==> src/rtl/lc3_pkg.sv <==
// Shared LC-3 pipeline definitions: writeback source encodings, PSR layout and datapath sizes.
package lc3_pkg;

   localparam int unsigned DATA_W   = 16;
   localparam int unsigned NUM_REGS = 8;
   localparam int unsigned IDX_W    = $clog2(NUM_REGS);
   localparam int unsigned WBC_W    = 2;
   localparam int unsigned PSR_W    = 3;

   localparam logic [WBC_W-1:0] WB_ALU  = 2'd0;
   localparam logic [WBC_W-1:0] WB_MEM  = 2'd1;
   localparam logic [WBC_W-1:0] WB_PC   = 2'd2;
   localparam logic [WBC_W-1:0] WB_NONE = 2'd3;

   localparam int unsigned PSR_N = 2;
   localparam int unsigned PSR_Z = 1;
   localparam int unsigned PSR_P = 0;

   localparam logic [PSR_W-1:0] PSR_RESET = 3'b010;

   // One-hot condition code of a two's-complement value.
   function automatic logic [PSR_W-1:0] psr_of(input logic [DATA_W-1:0] v);
      logic [PSR_W-1:0] cc;
      cc = '0;
      if (v[DATA_W-1])
         cc[PSR_N] = 1'b1;
      else if (v == '0)
         cc[PSR_Z] = 1'b1;
      else
         cc[PSR_P] = 1'b1;
      return cc;
   endfunction

endpackage

==> src/rtl/reg_file.sv <==
// Eight-entry general register file: one synchronous write port, two async read ports with
// write-to-read bypass.
module reg_file
   import lc3_pkg::*;
(
   input  logic              i_clk,
   input  logic              i_rst,
   input  logic              i_we,
   input  logic [IDX_W-1:0]  i_waddr,
   input  logic [DATA_W-1:0] i_wdata,
   input  logic [IDX_W-1:0]  i_raddr1,
   input  logic [IDX_W-1:0]  i_raddr2,
   output logic [DATA_W-1:0] o_rdata1,
   output logic [DATA_W-1:0] o_rdata2
);

   logic [DATA_W-1:0] r_regs [NUM_REGS];
   logic              w_byp1;
   logic              w_byp2;

   // Reset wins over a coincident write.
   always_ff @(posedge i_clk) begin
      if (i_rst) begin
         for (int unsigned i = 0; i < NUM_REGS; i++)
            r_regs[i] <= '0;
      end else if (i_we) begin
         r_regs[i_waddr] <= i_wdata;
      end
   end

   // Bypass only when the write will actually land on this edge.
   assign w_byp1 = i_we && !i_rst && (i_waddr == i_raddr1);
   assign w_byp2 = i_we && !i_rst && (i_waddr == i_raddr2);

   assign o_rdata1 = w_byp1 ? i_wdata : r_regs[i_raddr1];
   assign o_rdata2 = w_byp2 ? i_wdata : r_regs[i_raddr2];

endmodule

==> src/rtl/writeback.sv <==
// LC-3 writeback stage: selects the result source, writes the register file and tracks the PSR.
module writeback
   import lc3_pkg::*;
(
   input  logic              clk,
   input  logic              rst,
   input  logic              enable_writeback,
   input  logic [WBC_W-1:0]  W_control,
   input  logic [DATA_W-1:0] aluout,
   input  logic [DATA_W-1:0] pcout,
   input  logic [DATA_W-1:0] memout,
   input  logic [IDX_W-1:0]  dr,
   input  logic [IDX_W-1:0]  sr1,
   input  logic [IDX_W-1:0]  sr2,
   output logic [DATA_W-1:0] VSR1,
   output logic [DATA_W-1:0] VSR2,
   output logic [PSR_W-1:0]  psr
);

   logic [DATA_W-1:0] w_wdata;
   logic              w_we;
   logic [PSR_W-1:0]  r_psr;

   // Result source select; WB_NONE leaves data don't-care since no write occurs.
   always_comb begin
      w_wdata = '0;
      case (W_control)
         WB_ALU:  w_wdata = aluout;
         WB_MEM:  w_wdata = memout;
         WB_PC:   w_wdata = pcout;
         default: w_wdata = '0;
      endcase
   end

   assign w_we = enable_writeback && (W_control != WB_NONE);

   always_ff @(posedge clk) begin
      if (rst)
         r_psr <= PSR_RESET;
      else if (w_we)
         r_psr <= psr_of(w_wdata);
   end

   assign psr = r_psr;

   reg_file u_reg_file (
      .i_clk    (clk),
      .i_rst    (rst),
      .i_we     (w_we),
      .i_waddr  (dr),
      .i_wdata  (w_wdata),
      .i_raddr1 (sr1),
      .i_raddr2 (sr2),
      .o_rdata1 (VSR1),
      .o_rdata2 (VSR2)
   );

endmodule

==> config.mk <==
export PLATFORM = sky130hd
export DESIGN_NAME = writeback
export DESIGN_NICKNAME = d
export VERILOG_FILES = /design/src/rtl/lc3_pkg.sv /design/src/rtl/reg_file.sv /design/src/rtl/writeback.sv
export SDC_FILE = /design/constraint.sdc
export NUM_CORES = 1
export LEC_CHECK = 0
export ABC_CLOCK_PERIOD_IN_PS = 2850
export BUFFER_PORTS_ARGS = -buffer_cell sky130_fd_sc_hd__buf_2
export CAP_MARGIN = 5
export CORE_MARGIN = 3
export CORE_UTILIZATION = 50
export CTS_BUF_LIST = sky130_fd_sc_hd__clkbuf_8
export DETAILED_ROUTE_END_ITERATION = 6
export PLACE_DENSITY = 0.68
export SYNTH_ARGS = -nofsm -noshare
export SYNTH_HDL_FRONTEND = slang
export SYNTH_SLANG_ARGS = --single-unit
==> constraint.sdc <==
create_clock -name clk -period 2.85 [get_ports clk]
set_clock_uncertainty 0.1 [all_clocks]
set_input_delay 0.57 -clock clk [delete_from_list [all_inputs] [get_ports clk]]
set_output_delay 0.57 -clock clk [all_outputs]
set_load 0.01 [all_outputs]
==> results.cfg <==
[pwr]
power_uw = 4760
powerDensity_mw_per_mm2 = 537
power.leakage_uw = 0.00325
ir_drop_mv = 0.264

[layout]
area_growth_pct = 20.3
drive_above_1_share = 0.385
num_antenna_cells = 0
fill_cells = 1084
final_common_cell = nor2_1
most-common-layout-cells = nor2_1 (130), edfxtp_1 (128), buf_2 (96)
layout.nets = 738

[sta]
whs_ns = 0.397
min_period_ns = 2.80
finalMaxSlewViolations = 0
period_share = 0.982
slew_headroom = 0.685
tightestPinTransition_ns = 0.471
finalHoldViolCount = 0
setup_viol = 0
maxClockFrequency_mhz = 357

[die]
core-area_mm2 = 0.0141
die_x_um = 127
ioPinCount = 97
start_util = 0.521
num_rows = 43
die-area_mm2 = 0.0162
die-height_um = 127

[clocking]
cts_buffers = 17
path_clk_slew_ns = 0.07
clockBufferDepth = 2
insertion_delay_ns = 0.42
cts-htree-levels = 4
cts_hold_buf = 0
cts_tree = yes
cts_root_buf = clkbuf_8
numClockSinks = 131

[synthesis]
seq_area_frac_synth = 0.530
synthesis.area_mm2 = 0.00737
postSynthCellCount = 558
avgSynthCellArea_um2 = 13.2
ys_ff_latch = 131
syn_nets = 620
ys_warn_count = 0
yosysUniqueCellTypes = 26

[critical_path]
cp_data_required_time_ns = 2.18
cp-start-kind = input port
path_max_fanout = 21
crit_type = input port to output port
endpoint_kind = output port
critPathArrivalTime_ns = 2.13

[worst_hold_path]
hold_path_class = input port to flop

[route]
viasPerCell = 6.16
drt-initial-drc-count = 669
drc = 0
vias = 5350
post_drt_wl_per_cell_um = 22.9
wl_mm = 19.9
ant_nets = 0
drt_pass1_iterations = 5

[run]
maxCapViolations = 0

[status]
outcome = finished clean

[global_routing]
grt_pass1_wl_mm = 30.7
globalRoute.totalOverflow = 0
grt_pass1_vias = 5420
antenna_found_initial = 0
grt_max_degree = 33
track_usage = 0.250

[placement]
gp_congestion = 0.892
io_buffers = 96
place_hpwl_mm = 13.9
-- logic make-up after synthesis --
| kind of cell | after synthesis | share of synthesized area |
|---|---|---|
| compound gates | 83 | 0.0778 |
| flops | 131 | 0.530 |
| mux | 80 | 0.217 |
| simple gates | 196 | 0.125 |
| buf+inv | 62 | 0.0430 |
| xor+xnor | 6 | 0.00713 |
-- cells in the mapped netlist --
cell type,count,area [µm²]
nor2_1,130,488
edfxtp_1,128,3840
mux4_2,64,1440
clkbuf_1,40,150
nor2b_1,35,219
a21oi_1,33,165
a211oi_1,32,240
mux2i_1,16,160
a2bb2oi_1,14,123
buf_2,13,65.1
buf_6,9,101
nand2b_1,8,50.1
nand2_1,6,22.5
xor2_1,6,52.6
nand4_1,5,31.3
nand3_1,4,20.0
dfxtp_1,3,60.1
a2bb2oi_2,2,30.0
nand3b_1,2,15.0
nor4_2,2,25.0
a221o_1,1,10.0
and3b_1,1,8.76
nor2b_4,1,13.8
nor3_1,1,5.00
nor4_4,1,21.3
o21ai_1,1,5.00
-- repair_timing --
| action | in CTS | in global routing |
|---|---|---|
| setup buffers | 0 | 7 |
| setup endpoints to repair | 0 | 10 |
| gates resized for setup | 0 | 9 |
-- worst max-delay path, stage by stage --
cell,delay (ns)
buf_2,0.15
buf_12,0.23
mux4_2,0.53
nor2b_1,0.17
a211oi_2,0.22
a21oi_1,0.09
buf_2,0.16
-- layer usage --
| metal | vias up | wire [µm] | GRT usage |
|---|---|---|---|
| li1 | 2360 | - | - |
| met1 | 2630 | 7860 | 0.347 |
| met2 | 335 | 9790 | 0.409 |
| met3 | 25 | 1890 | 0.0414 |
| met4 | 0 | 329 | 0.0776 |
| met5 | - | 0 | 0 |
-- report_power, final --
group          total (µW)  switching (µW)  internal, µW
combinational         879             455           424
sequential           2290            58.9          2230
clock                1600             738           858
total                4760            1250          3510
-- per-stage QoR --
stage	setup slack (ns)	setup TNS (ns)	std cells	utilization	cell area (µm²)
after global routing	-0.0315	-0.0315	869	0.626	8860
after floorplan	0.282	0	558	-	7370
after global placement	0.0317	0	828	0.588	8320
final	0.0507	0	869	0.626	8860
after CTS	0.0132	0	860	0.616	8720
after detailed placement	0.0187	0	828	0.588	8320
-- final timing paths --
kind                                end  slack (ns)             start  depth (start not counted)
worst min register to register   psr[0]        0.41            psr[0]                          2
worst max register to register   psr[1]        2.00            psr[1]                          1
worst min-delay path             psr[2]        0.40  enable_writeback                          3
worst max-delay path            VSR2[4]        0.05            sr2[0]                          7
-- final cells by class --
class	instances	area (µm²)	area share
clock inverters	15	164	0.0185
flip-flops and latches	131	3900	0.440
multi-input cells	365	3190	0.360
well taps	180	225	0.0254
clock buffers	17	234	0.0264
repair buffers	161	1140	0.129
-- registers in the layout, summed over array words and instances (netlist names) --
register and flops:
u_reg_file.r_regs 128, psr 3
Power figures use the tool's default switching activity.
